<file path="config.mk">
export PLATFORM = sky130hd
export DESIGN_NAME = pueo_event_buffer_tracker
export DESIGN_NICKNAME = d
export VERILOG_FILES = /design/src/rtl/pueo_evbuf_pkg.sv /design/src/rtl/pueo_evbuf_free_fifo.sv /design/src/rtl/pueo_event_buffer_tracker.sv
export SDC_FILE = /design/constraint.sdc
export NUM_CORES = 1
export LEC_CHECK = 0
export CORE_MARGIN = 3
export CORE_UTILIZATION = 45
export DETAILED_ROUTE_END_ITERATION = 16
export GPL_TIMING_DRIVEN = 0
export PLACE_DENSITY = 0.8
export SLEW_MARGIN = 10
export SYNTH_ARGS = -nofsm -noshare
export SYNTH_HDL_FRONTEND = slang
export SYNTH_HIERARCHICAL = 1
export SYNTH_SLANG_ARGS = --single-unit
export TNS_END_PERCENT = 50
</file>
<file path="constraint.sdc">
create_clock -name memclk -period 3.4 [get_ports memclk]
set_input_delay 0.68 -clock memclk [delete_from_list [all_inputs] [get_ports memclk]]
set_output_delay 0.68 -clock memclk [all_outputs]
set_load 0.05 [all_outputs]
</file>
<file path="src/rtl/pueo_evbuf_pkg.sv">
// Shared constants for the PUEO DDR4 event buffer tracker.
package pueo_evbuf_pkg;

  localparam logic [1:0] ERR_NONE  = 2'd0;
  localparam logic [1:0] ERR_REL   = 2'd1;
  localparam logic [1:0] ERR_CMPL  = 2'd2;
  localparam logic [1:0] ERR_RANGE = 2'd3;

  localparam int unsigned CMPL_IDX_LSB = 0;
  localparam int unsigned CMPL_IDX_W   = 16;

  typedef enum logic {
    ST_INIT = 1'b0,
    ST_RUN  = 1'b1
  } evbuf_state_t;

endpackage

</file>
<file path="src/rtl/pueo_evbuf_free_fifo.sv">
// Free-index FIFO with a registered head; a push into an empty FIFO bypasses
// straight into the head register so it is visible the following cycle.
module pueo_evbuf_free_fifo #(
  parameter int unsigned DEPTH = 16,
  parameter int unsigned W     = $clog2(DEPTH)
) (
  input  logic         memclk,
  input  logic         memrst,
  input  logic         push,
  input  logic [W-1:0] din,
  input  logic         pop,
  output logic [W-1:0] dout,
  output logic         dout_valid,
  output logic [W:0]   count
);

  localparam int unsigned CW = W + 1;

  logic [W-1:0]  mem [DEPTH];
  logic [W-1:0]  wr_ptr_q;
  logic [W-1:0]  rd_ptr_q;
  logic [CW-1:0] mem_cnt_q;
  logic [W-1:0]  dout_q;
  logic          valid_q;
  logic          load_out;
  logic          mem_rd;
  logic          mem_wr;
  logic          bypass;

  always_comb begin
    load_out = !valid_q || pop;
    mem_rd   = load_out && (mem_cnt_q != '0);
    bypass   = load_out && (mem_cnt_q == '0) && push;
    mem_wr   = push && !bypass;
  end

  always_ff @(posedge memclk) begin
    if (memrst) begin
      wr_ptr_q  <= '0;
      rd_ptr_q  <= '0;
      mem_cnt_q <= '0;
      dout_q    <= '0;
      valid_q   <= 1'b0;
    end else begin
      if (mem_wr) wr_ptr_q <= wr_ptr_q + W'(1);
      if (mem_rd) rd_ptr_q <= rd_ptr_q + W'(1);
      if (mem_wr && !mem_rd)      mem_cnt_q <= mem_cnt_q + CW'(1);
      else if (!mem_wr && mem_rd) mem_cnt_q <= mem_cnt_q - CW'(1);
      if (mem_rd) begin
        dout_q  <= mem[rd_ptr_q];
        valid_q <= 1'b1;
      end else if (bypass) begin
        dout_q  <= din;
        valid_q <= 1'b1;
      end else if (load_out) begin
        valid_q <= 1'b0;
      end
    end
  end

  always_ff @(posedge memclk) begin
    if (mem_wr) mem[wr_ptr_q] <= din;
  end

  assign dout       = dout_q;
  assign dout_valid = valid_q;
  assign count      = mem_cnt_q + CW'(valid_q);

endmodule

</file>
<file path="src/rtl/pueo_event_buffer_tracker.sv">
// Owns the DDR4 event buffer index pool: issues free indices, forwards
// completions to readout, reclaims released indices and flags protocol errors.
module pueo_event_buffer_tracker
  import pueo_evbuf_pkg::*;
#(
  parameter int unsigned NBUF = 16,
  parameter int unsigned IDXW = $clog2(NBUF)
) (
  input  logic            memclk,
  input  logic            memrst,
  output logic [15:0]     m_done_tdata,
  output logic            m_done_tvalid,
  input  logic            m_done_tready,
  input  logic [63:0]     s_cmpl_tdata,
  input  logic            s_cmpl_tvalid,
  output logic            s_cmpl_tready,
  output logic [63:0]     m_evt_tdata,
  output logic            m_evt_tvalid,
  input  logic            m_evt_tready,
  input  logic [15:0]     s_release_tdata,
  input  logic            s_release_tvalid,
  output logic            s_release_tready,
  output logic [IDXW:0]   free_count_o,
  output logic [IDXW:0]   busy_count_o,
  output logic            init_done_o,
  output logic            err_o,
  output logic [1:0]      err_code_o
);

  localparam int unsigned CNTW = IDXW + 1;

  evbuf_state_t          state_q;
  evbuf_state_t          state_d;
  logic [IDXW-1:0]       init_idx_q;
  logic [NBUF-1:0]       in_use_q;
  logic [NBUF-1:0]       in_use_d;
  logic [CNTW-1:0]       busy_q;
  logic [CNTW-1:0]       busy_d;
  logic                  run_q;
  logic                  live_q;
  logic                  err_q;
  logic [1:0]            err_code_q;
  logic                  evt_valid_q;
  logic [63:0]           evt_data_q;

  logic                  fifo_push;
  logic [IDXW-1:0]       fifo_din;
  logic [IDXW-1:0]       fifo_dout;
  logic                  fifo_valid;
  logic                  done_pop;
  logic [CMPL_IDX_W-1:0] cmpl_raw;
  logic [IDXW-1:0]       rel_idx;
  logic [IDXW-1:0]       cmpl_idx;
  logic                  rel_oor;
  logic                  cmpl_oor;
  logic                  rel_hs;
  logic                  rel_ok;
  logic                  cmpl_hs;
  logic                  err_set;
  logic [1:0]            err_new;

  // Index decode: anything above the low IDXW bits means out of range.
  assign cmpl_raw = s_cmpl_tdata[CMPL_IDX_LSB +: CMPL_IDX_W];
  assign rel_idx  = s_release_tdata[IDXW-1:0];
  assign cmpl_idx = cmpl_raw[IDXW-1:0];
  assign rel_oor  = |s_release_tdata[15:IDXW];
  assign cmpl_oor = |cmpl_raw[CMPL_IDX_W-1:IDXW];

  assign s_cmpl_tready = live_q && (!evt_valid_q || m_evt_tready);
  assign cmpl_hs       = s_cmpl_tvalid && s_cmpl_tready;
  assign done_pop      = fifo_valid && m_done_tready;
  assign rel_hs        = s_release_tvalid && run_q;
  assign rel_ok        = rel_hs && !rel_oor && in_use_q[rel_idx];

  always_ff @(posedge memclk) begin
    if (memrst) state_q <= ST_INIT;
    else        state_q <= state_d;
  end

  always_comb begin
    state_d   = state_q;
    fifo_push = 1'b0;
    fifo_din  = rel_idx;
    case (state_q)
      ST_INIT: begin
        fifo_push = 1'b1;
        fifo_din  = init_idx_q;
        if (init_idx_q == IDXW'(NBUF - 1)) state_d = ST_RUN;
      end
      ST_RUN: fifo_push = rel_ok;
    endcase
  end

  // Release errors take precedence over completion errors in the same cycle.
  always_comb begin
    err_set = 1'b0;
    err_new = ERR_NONE;
    if (rel_hs && rel_oor) begin
      err_set = 1'b1;
      err_new = ERR_RANGE;
    end else if (rel_hs && !in_use_q[rel_idx]) begin
      err_set = 1'b1;
      err_new = ERR_REL;
    end else if (cmpl_hs && cmpl_oor) begin
      err_set = 1'b1;
      err_new = ERR_RANGE;
    end else if (cmpl_hs && !in_use_q[cmpl_idx]) begin
      err_set = 1'b1;
      err_new = ERR_CMPL;
    end
  end

  always_comb begin
    in_use_d = in_use_q;
    if (done_pop) in_use_d[fifo_dout] = 1'b1;
    if (rel_ok)   in_use_d[rel_idx]   = 1'b0;
    busy_d = busy_q;
    if (done_pop && !rel_ok)      busy_d = busy_q + CNTW'(1);
    else if (!done_pop && rel_ok) busy_d = busy_q - CNTW'(1);
  end

  always_ff @(posedge memclk) begin
    if (memrst) begin
      init_idx_q  <= '0;
      in_use_q    <= '0;
      busy_q      <= '0;
      run_q       <= 1'b0;
      live_q      <= 1'b0;
      err_q       <= 1'b0;
      err_code_q  <= ERR_NONE;
      evt_valid_q <= 1'b0;
      evt_data_q  <= '0;
    end else begin
      live_q   <= 1'b1;
      run_q    <= (state_d == ST_RUN);
      in_use_q <= in_use_d;
      busy_q   <= busy_d;
      if (state_q == ST_INIT) init_idx_q <= init_idx_q + IDXW'(1);
      if (err_set && !err_q) begin
        err_q      <= 1'b1;
        err_code_q <= err_new;
      end
      if (cmpl_hs) begin
        evt_valid_q <= 1'b1;
        evt_data_q  <= s_cmpl_tdata;
      end else if (m_evt_tready) begin
        evt_valid_q <= 1'b0;
      end
    end
  end

  pueo_evbuf_free_fifo #(
    .DEPTH (NBUF),
    .W     (IDXW)
  ) u_free_fifo (
    .memclk     (memclk),
    .memrst     (memrst),
    .push       (fifo_push),
    .din        (fifo_din),
    .pop        (done_pop),
    .dout       (fifo_dout),
    .dout_valid (fifo_valid),
    .count      (free_count_o)
  );

  assign m_done_tdata     = 16'(fifo_dout);
  assign m_done_tvalid    = fifo_valid;
  assign m_evt_tdata      = evt_data_q;
  assign m_evt_tvalid     = evt_valid_q;
  assign s_release_tready = run_q;
  assign busy_count_o     = busy_q;
  assign init_done_o      = run_q;
  assign err_o            = err_q;
  assign err_code_o       = err_code_q;

endmodule

</file>
==> results of run 1 <==
metal layers:
layer	wire [µm]	GRT usage [%]	up-vias	share of wire, %
li1	-	-	2944	-
met1	8050	25.4	2921	40
met2	10400	37.6	220	51
met3	1480	5.40	27	7.3
met4	400	7.28	2	2.0
met5	16	0	-	0.079
logic make-up (layout without fill, tap and decap cells):
logic type | Yosys count | after routing | synth area share [%]
multiplexers | 48 | 48 | 9.07
buffers and inverters | 65 | 266 | 4.20
AND/OR/NAND/NOR | 258 | 258 | 14.7
adder cells (fa/ha/maj) | 18 | 18 | 3.14
flip-flops | 181 | 181 | 55.7
XOR/XNOR | 20 | 20 | 2.29
other | 1 | 12 | 0.0490
AO/OA/AOI/OAI | 137 | 137 | 10.9
sequential cells by signal (all words and copies together) (netlist names), named ones only:
name and flops:
m_evt_tdata 64, u_free_fifo/mem 64, in_use_q 16, busy_count_o 5, u_free_fifo/mem_cnt_q 5, init_idx_q 4
u_free_fifo/dout 4, u_free_fifo/rd_ptr_q 4, u_free_fifo/wr_ptr_q 4, err_code_o 2, err_o 1, init_done_o 1
live_q 1, m_evt_tvalid 1, u_free_fifo/dout_valid 1
layout by cell type, fill, tap and decap left out, types with 4 or more instances in the layout:
cell and n:
a311oi_1 4, edfxtp_1 64, a21oi_1 88, nor2_1 50, buf_4 17, inv_1 9
clkbuf_1 26, nor2b_1 9, buf_1 6, mux2_2 8, conb_1 12, dfxtp_1 117
a221oi_1 8, xor2_1 11, nor4_2 4, a211oi_1 13, clkdlybuf4s50_1 166, nand2b_1 9
o22ai_1 4, a31oi_1 4, ha_1 15, xnor2_1 9, nand2_1 140, buf_2 5
nand3_1 8, mux4_2 15, clkbuf_16 17, nor3_1 13, mux2i_1 24
through the flow:
stage          setup slack, ns  power (mW)  hold WS [ns]  cells  cell area (µm²)
6_report                 0.215        5.60         0.454   1160            10300
5_1_grt                0.00210        5.82         0.473   1160            10300
4_1_cts                 -0.131        5.63         0.455   1158            10200
3_5_place_dp            -0.834        3.77         0.446   1126             9640
3_3_place_gp            -0.820        3.74         0.441   1126             9640
2_1_floorplan           0.0576        3.36         0.468    739             7690
path summary, 6_finish.rpt:
check | to | slack, ns | cells after the start
worst max-delay path | u_free_fifo/mem_cnt_q[4]$_SDFFE_PP0P_ | 0.22 | 15
worst min register to register | m_evt_tdata[45]$_SDFFE_PP0P_ | 0.45 | 2
worst max register to register | busy_count_o[4]$_SDFFE_PP0P_ | 0.41 | 13
worst min-delay path | m_evt_tdata[45]$_SDFFE_PP0P_ | 0.45 | 2
area by class of cell:
cell class	instances	share of cell area, %
clock inverter	14	1.20
clock buffer	18	4.17
multi-input combinational	493	30.9
sequential	181	41.4
timing repair buffer	169	16.4
tap	220	2.67
inverter	11	0.401
buffer	54	2.79
power groups by stage:
stage	clock network, mW	logic [mW]	registers [mW]
2_1_floorplan	0	0.637	2.72
3_3_place_gp	0	1.19	2.55
3_5_place_dp	0	1.21	2.56
4_1_cts	1.89	1.23	2.51
5_1_grt	1.97	1.32	2.53
6_report	1.86	1.23	2.51
critical path, stage by stage:
cell and delay (ns):
clkdlybuf4s50_1 0.41, nor4_2 0.28, and3_4 0.25, nand3_2 0.11, nand2b_4 0.18, nand2_2 0.10
inv_2 0.07, nor2_4 0.12, inv_2 0.08, fa_2 0.36, a21o_1 0.20, a21oi_2 0.16
mux2i_1 0.23, xor2_1 0.18, nor2_1 0.06
timing repair:
item                                    CTS  global route
buffers inserted                          0             2
resized for setup                         8            17
hold buffers                              0             0
endpoints found under the setup margin   67            19
endpoints found under the hold margin     0             0
pin swaps                                 1             1
==> results.tsv, run 1 <==
metric	value	unit
total core area	0.0166	mm²
EDFF count, synth	64	
Main synth FF type	dfxtp_1	
total DRC errors in the routed layout	0	
gr ovfl total	0	
count of routing violations after the opening detailed-route iteration	280	
setup repair after global routing missed its margin	no	
mean post-synth cell area	10.5	µm²
number of flip-flops and latches in the synthesized netlist	181	
Max IR drop VDD	435	µV
HPWL after detailed placement	14.9	mm
number of global-route vias before repair	5747	
RR Startpoint	in_use_q[14]$_SDFF_PP0_	
count of pins on the block boundary	184	
effective utilization at floorplan	46.0	%
Final Hold Vio Count	0	
floorplan die height	136	µm
most numerous cell types in the synthesized netlist	nand2_1 (142), dfxtp_1 (117), a21oi_1 (89), edfxtp_1 (64), nor2_1 (51)	
1st-pass router iterations	4	
worst hold path type	register to register	
area of all sequential standard cells	0.00426	mm²
dominant cell by count in the synthesized netlist	nand2_1	
switching share of power	30.2	%
initial antenna violation count	1	
fraction of the core area covered by cells at the end of the flow	61.9	%
Clk Latency, worst-skew pair	0.43	ns
fraction of layout cells with a size suffix above 1	10.7	%
worst-case headroom to the max-slew limit	60.3	%
total via count after detailed routing	6114	
TritonCTS clock tree	yes	
WL per Instance	17.6	µm
Worst Path Required	3.70	ns
Multi-input gate area	0.00319	mm²
crit path max fanout	4	
Root Buffer	clkbuf_16	
data arrival at the endpoint of the critical path	3.48	ns
Warnings, synthesis	6	
worst hold path startpoint	m_evt_tdata[45]$_SDFFE_PP0P_	
sequential share of the synthesized area	55.7	%
kind of capture point of the worst setup path	register	
measured slew at the worst slew-check pin	0.591	ns
count of mapped cells out of synthesis	728	
leakage power total	3.71	nW
P&R area growth vs syn	34.6	%
pwr dens	544	mW/mm²
fillers	1355	
category of the most critical setup path	primary input to register	
ratio of final minimum period to clock period	93.7	%
part of the total power dissipated in sequential elements	44.9	%
area leader, netlist	dfxtp_1	
count of maximum capacitance violations	0	
Clock H-tree levels	4	
number of port buffers	167	
total standard cell area after synthesis	0.00765	mm²
crit path launch type	primary input	
synth top area cells	dfxtp_1 (31%), edfxtp_1 (25%), nand2_1 (7.0%), a21oi_1 (5.8%), mux4_2 (4.4%)	
wire length after detailed routing	20.4	mm
shortest clock period the worst path allows after layout	3.18	ns
global-route total usage across every layer	21.4	%
maximum count of clock buffers along a single path	2	
Critical path origin	s_release_tdata[7]	
Power Internal	3.91	mW
Async S/R FF share, synth	0	%
overall die area	0.0186	mm²
total number of placement rows	47	
fraction of power consumed by the clock network	33.1	%
proportion of power drawn by combinational gates	22.0	%
CTS clock-pin slew for the worst setup and hold paths	0.07	ns
Final Skew	0.0126	ns
Finish-stage setup viols	0	
number of nets in the layout	1031	
run status	completed	
GP Congestion	0.880	
die outline width	136	µm
fmax	314	MHz
fin. max-slew vios	0	
top cell type's share of synthesized area	30.6	%
Antenna diodes	0	
post-detailed-route via-to-cell ratio	5.27	
library cells used by synthesis	52	
switching component of the power	1.69	mW
maximum number of pins on one net before global-route repair	18	
first-pass GRT wire length	30.6	mm
number of buffers created by CTS	17	
Setup TNS	0	ns
count of antenna-violating nets left after detailed routing	0	
Clock Sinks	181	
Power figures use the tool's default switching activity.
==> inputs of run 2 (changes only) <==
ABC_AREA = 1   (was unset)
PLACE_DENSITY = 0.79   (was 0.8)
==> results.tsv, run 2 <==
metric	value	unit	change
Worst Path Required	3.72	ns	+0.02 ns
post-detailed-route via-to-cell ratio	5.01		-4.9%
number of buffers created by CTS	17		unchanged
fin. max-slew vios	0		unchanged
first-pass GRT wire length	35.0	mm	+14%
die outline width	143	µm	+4.6%
gr ovfl total	0		unchanged
worst hold path startpoint	m_evt_tdata[60]$_SDFFE_PP0P_		
hold path endpoint	m_evt_tdata[60]$_SDFFE_PP0P_		
final standard cell count with taps included and fillers excluded	1498		+29%
GP Congestion	0.886		+0.65%
maximum number of pins on one net before global-route repair	18		unchanged
category of the most critical setup path	primary input to register		
fillers	1507		+11%
Power Internal	3.84	mW	-1.8%
sequential share of the synthesized area	50.7	%	-5.0 points
measured slew at the worst slew-check pin	0.810	ns	+0.220 ns
P&R area growth vs syn	31.4	%	
number of nets in the layout	1360		+32%
fraction of layout cells with a size suffix above 1	9.38	%	-1.4 points
number of flip-flops and latches in the synthesized netlist	181		unchanged
switching component of the power	1.71	mW	+1.4%
kind of capture point of the worst setup path	register		
1st-pass router iterations	6		+2
dominant cell by count in the synthesized netlist	nand2_1		
pre-CTS setup slack	-0.527	ns	+0.307 ns
count of pins on the block boundary	184		unchanged
HPWL after detailed placement	16.8	mm	+13%
Async S/R FF share, synth	0	%	unchanged
most numerous cell types in the synthesized netlist	nand2_1 (333), inv_1 (123), dfxtp_1 (117), a21oi_1 (95), nand3_1 (75)		
met2 routed wirelength	10.6	mm	+1.3%
Antenna diodes	0		unchanged
total core area	0.0181	mm²	+9.0%
EDFF count, synth	64		unchanged
logic depth of the worst register-to-register path	19		+6
Worst Setup Slack, final	0.190	ns	-0.0258 ns
Final Hold Vio Count	0		unchanged
Root Buffer	clkbuf_16		
run status	completed		
total via count after detailed routing	7505		+23%
effective utilization at floorplan	46.4	%	+0.37 points
R2R Path End	u_free_fifo/mem_cnt_q[4]$_SDFFE_PP0P_		
Warnings, synthesis	6		unchanged
count of antenna-violating nets left after detailed routing	0		unchanged
uppermost routed layer	met4		
FF-to-FF setup slack	0.52	ns	+0.11 ns
fmax	311	MHz	-0.80%
shortest clock period the worst path allows after layout	3.21	ns	+0.0258 ns
count of mapped cells out of synthesis	1054		+45%
count of routing violations after the opening detailed-route iteration	560		+100%
pwr dens	503	mW/mm²	-7.6%
Final Skew	0.00809	ns	-0.00454 ns
synth top area cells	dfxtp_1 (28%), edfxtp_1 (23%), nand2_1 (15%), a21oi_1 (5.7%), inv_1 (5.5%)		
top cell type's share of synthesized area	27.8	%	-2.8 points
maximum count of clock buffers along a single path	2		unchanged
ratio of final minimum period to clock period	94.4	%	+0.76 points
Max IR drop VDD	352	µV	-19%
switching share of power	30.8	%	+0.67 points
part of the total power dissipated in sequential elements	44.1	%	-0.8 points
proportion of power drawn by combinational gates	22.2	%	+0.2 points
Min Hold Slack	0.464	ns	+0.00997 ns
number of port buffers	167		unchanged
number of global-route vias before repair	7266		+26%
crit path launch type	primary input		
Clock Sinks	181		unchanged
Hold Crit Depth	2		unchanged
number of buffers added to fix hold violations after cts	0		unchanged
Finish-stage setup viols	0		unchanged
wire length after detailed routing	22.0	mm	+8.0%
Power, Total	5.56	mW	-0.80%
met3 routed wirelength	1.98	mm	+34%
area leader, netlist	dfxtp_1		
fraction of power consumed by the clock network	33.7	%	+0.6 points
floorplan die height	143	µm	+4.6%
Clk Latency, worst-skew pair	0.43	ns	about the same
setup repair after global routing missed its margin	no		
worst hold path type	register to register		
library cells used by synthesis	42		-19%
met1 layer wirelength in the final routing	8.68	mm	+7.9%
most frequent cells in the layout	nand2_1 (332), clkdlybuf4s50_1 (165), inv_1 (122)		
overall die area	0.0204	mm²	+9.5%
crit path max fanout	10		+6
Cell Count Post-Placement	1463		+30%
initial antenna violation count	0		-1
Clock H-tree levels	4		unchanged
CTS clock-pin slew for the worst setup and hold paths	0.06	ns	about the same
mean post-synth cell area	7.98	µm²	-24%
count of maximum capacitance violations	0		unchanged
data arrival at the endpoint of the critical path	3.53	ns	+0.05 ns
WL per Instance	14.7	µm	-16%
leakage power total	4.70	nW	+27%
RR Startpoint	in_use_q[4]$_SDFF_PP0_		
total standard cell area after synthesis	0.00841	mm²	+9.9%
global-route total usage across every layer	21.6	%	+0.26 points
total number of placement rows	49		+4.3%
most common cell after layout, fill and taps aside	nand2_1		
total DRC errors in the routed layout	0		unchanged
TritonCTS clock tree	yes		
worst-case headroom to the max-slew limit	46.0	%	-14 points
Main synth FF type	dfxtp_1		
[run 2: through the flow]
step                util (%)  setup TNS (ns)  area [µm²]
CTS                     60.7               0       11000
global placement        57.4           -9.93       10400
global route            60.9               0       11100
finish                  60.9               0       11100
detailed placement      57.5          -14.78       10400
floorplan                  -               0        8450
[run 2: kinds of logic after synthesis]
family | Yosys count | share of synthesized area, %
AOI/OAI and AO/OA | 152 | 9.95
xor gates and xnor gates | 7 | 0.729
adders and majority gates | 18 | 2.86
buffers and inverters | 185 | 10.2
DFF | 181 | 50.7
other | 1 | 0.0446
and+or+nand+nor | 510 | 25.6
[run 2: layer usage]
metal,track usage [%],up-vias
met5,0,-
met4,9.20,0
met3,8.34,56
met2,36.2,278
met1,24.7,3440
li1,-,3731
[run 2: critical path, cell delays in order]
cell and delay (ns):
clkdlybuf4s50_1 0.40, nor2_1 0.10, nand2_1 0.06, nor2_1 0.14, nand3_2 0.16, nor2_8 0.20
nand2_4 0.08, buf_8 0.15, nand2_1 0.20, nand2_2 0.18, fa_1 0.44, a21oi_1 0.18
o21bai_1 0.10, o21ai_0 0.17, o21ai_1 0.13, nor2_1 0.11, nor2_1 0.05
[run 2: worst max path at each step]
stage                         from                                    end  cells past startpoint
2_1_floorplan   s_release_tdata[0]           busy_count_o[4]$_SDFFE_PP0P_                     22
3_3_place_gp    s_release_tdata[2]  u_free_fifo/mem_cnt_q[4]$_SDFFE_PP0P_                     18
3_5_place_dp    s_release_tdata[2]  u_free_fifo/mem_cnt_q[4]$_SDFFE_PP0P_                     18
4_1_cts         s_release_tdata[3]           busy_count_o[4]$_SDFFE_PP0P_                     19
5_1_grt        s_release_tdata[11]  u_free_fifo/mem_cnt_q[4]$_SDFFE_PP0P_                     18
6_report       s_release_tdata[11]  u_free_fifo/mem_cnt_q[4]$_SDFFE_PP0P_                     17
[run 2: power groups by stage]
stage | clock [mW] | combinational, mW | sequential, mW
2_1_floorplan | 0 | 0.628 | 2.67
3_3_place_gp | 0 | 1.19 | 2.49
3_5_place_dp | 0 | 1.22 | 2.50
4_1_cts | 1.91 | 1.23 | 2.45
5_1_grt | 2.01 | 1.34 | 2.46
6_report | 1.87 | 1.23 | 2.45
[run 2: cell type report]
cell class / instances / area, µm² / area share, %
Sequential cell: 181 / 4260 / 38.6
Tap cell: 229 / 287 / 2.59
Clock buffer: 19 / 443 / 4.01
Timing Repair Buffer: 172 / 1720 / 15.6
Buffer: 55 / 362 / 3.27
Multi-Input combinational cell: 699 / 3360 / 30.4
Inverter: 130 / 493 / 4.46
Clock inverter: 13 / 123 / 1.11
[run 2: what timing repair did]
item,in CTS,in global routing
buffers inserted,0,3
setup endpoints to repair,2,22
pin swaps,0,1
resized for setup,2,7
cloned,0,0
==> inputs of run 3 (changes only) <==
PLACE_DENSITY = 0.86   (was 0.79)
==> results.tsv, run 3 (synthesis results as in run 2) <==
metric	value	unit	change
Post-Place Cell Area	0.0104	mm²	about the same
wire length after detailed routing	23.3	mm	+5.8%
die outline width	143	µm	unchanged
post-route design area	0.0111	mm²	+0.41%
fraction of layout cells with a size suffix above 1	9.61	%	+0.23 points
total DRC errors in the routed layout	0		unchanged
total core area	0.0181	mm²	unchanged
setup repair after global routing missed its margin	no		
Finish-stage setup viols	0		unchanged
fillers	1453		-3.6%
total number of placement rows	49		unchanged
run status	completed		
initial antenna violation count	0		unchanged
final standard cell count with taps included and fillers excluded	1499		+0.067%
worst hold path type	register to register		
fmax	317	MHz	+1.7%
crit path launch type	primary input		
gr ovfl total	0		unchanged
leakage power total	4.72	nW	+0.61%
number of buffers created by CTS	17		unchanged
count of pins on the block boundary	184		unchanged
first-pass GRT wire length	36.3	mm	+3.9%
Multi-input gate area	0.00336	mm²	-0.19%
global-route total usage across every layer	22.6	%	+1.0 points
total via count after detailed routing	7675		+2.3%
Root Buffer	clkbuf_16		
Final Skew	0.00693	ns	-0.00116 ns
count of maximum capacitance violations	0		unchanged
effective utilization at floorplan	46.4	%	unchanged
CTS clock-pin slew for the worst setup and hold paths	0.07	ns	about the same
WL per Instance	15.5	µm	+5.7%
Setup TNS	0	ns	unchanged
Clk Latency, worst-skew pair	0.43	ns	about the same
count of antenna-violating nets left after detailed routing	0		unchanged
most frequent cells in the layout	nand2_1 (331), clkdlybuf4s50_1 (165), inv_1 (122)		
maximum count of clock buffers along a single path	2		unchanged
RR Startpoint	in_use_q[15]$_SDFF_PP0_		
number of port buffers	167		unchanged
kind of capture point of the worst setup path	register		
post-detailed-route via-to-cell ratio	5.12		+2.2%
HPWL after detailed placement	17.1	mm	+1.6%
fin. max-slew vios	0		unchanged
data arrival at the endpoint of the critical path	3.46	ns	-0.07 ns
shortest clock period the worst path allows after layout	3.16	ns	-0.0546 ns
maximum number of pins on one net before global-route repair	18		unchanged
floorplan die height	143	µm	unchanged
Final Hold Vio Count	0		unchanged
area of all sequential standard cells	0.00426	mm²	unchanged
Clock H-tree levels	4		unchanged
most common cell after layout, fill and taps aside	nand2_1		
category of the most critical setup path	primary input to register		
measured slew at the worst slew-check pin	0.872	ns	+0.0621 ns
GP Congestion	0.904		+2.1%
Power, Total	5.71	mW	+2.7%
Critical path origin	s_release_tdata[12]		
Max IR drop VDD	363	µV	+3.0%
Worst Path Required	3.70	ns	-0.02 ns
P&R area growth vs syn	32.0	%	
crit path max fanout	10		unchanged
Min Hold Slack	0.461	ns	-0.00318 ns
1st-pass router iterations	6		unchanged
Clock Sinks	181		unchanged
pwr dens	514	mW/mm²	+2.3%
count of routing violations after the opening detailed-route iteration	592		+5.7%
Antenna diodes	0		unchanged
TritonCTS clock tree	yes		
ratio of final minimum period to clock period	92.8	%	-1.6 points
number of nets in the layout	1361		+0.074%
worst hold path startpoint	err_code_o[1]$_SDFFE_PP0P_		
overall die area	0.0204	mm²	unchanged
FF-to-FF setup slack	0.54	ns	+0.02 ns
worst-case headroom to the max-slew limit	41.4	%	-4.5 points
Cell Count Post-Placement	1464		+0.068%
number of global-route vias before repair	7425		+2.2%
## run 3: metrics by stage
step / utilization [%] / setup WS (ns)
2_1_floorplan: - / 0.340
3_3_place_gp: 57.4 / -0.401
3_5_place_dp: 57.6 / -0.456
4_1_cts: 60.9 / 0.0508
5_1_grt: 61.2 / 0.00815
6_report: 61.2 / 0.244
## run 3: repair_timing
item                                    CTS  global route
endpoints found under the hold margin     0             0
setup buffers                             0             3
hold buffers                              0             0
resized for setup                         2             7
endpoints found under the setup margin    1            14
pin swaps                                 0             1
## run 3: routing by layer
layer	part of all wire, %	track usage [%]
met1	38	25.8
met2	50	39.0
met3	9.1	7.30
met4	3.7	9.90
met5	0	0
## run 3: worst max-delay path: stages
cell             delay (ns)
clkdlybuf4s50_1        0.43
nor2_1                 0.11
nand2_1                0.06
nor2_1                 0.14
nand3_2                0.15
nor2_8                 0.19
nand2_4                0.08
buf_8                  0.15
ha_1                   0.25
inv_2                  0.11
ha_1                   0.26
nand2_1                0.08
nor2_1                 0.04
a211oi_1               0.21
o21ai_0                0.12
a21oi_1                0.18
nand2_1                0.07
nor3b_1                0.13
## run 3: worst paths after layout
check,cells after the start,endpoint
hold / removal,2,err_code_o[1]$_SDFFE_PP0P_
setup / recovery,18,busy_count_o[4]$_SDFFE_PP0P_
hold reg to reg,2,err_code_o[1]$_SDFFE_PP0P_
setup reg to reg,20,busy_count_o[4]$_SDFFE_PP0P_
## run 3: final cells by class
type                    instances  area share, %
well taps                     229           2.58
multi-input cells             699           30.2
inverters                     130           4.44
repair buffers                173           15.6
flip-flops and latches        181           38.4
clock buffers                  18           3.96
plain buffers                  55           3.26
clock inverters                14           1.50
## run 3: power breakdown
group | total [mW] | switching [mW] | leakage (nW) | internal (mW)
combinational | 1.24 | 0.809 | 2.89 | 0.435
clock | 2.01 | 0.891 | 0.286 | 1.12
sequential | 2.45 | 0.0780 | 1.55 | 2.37
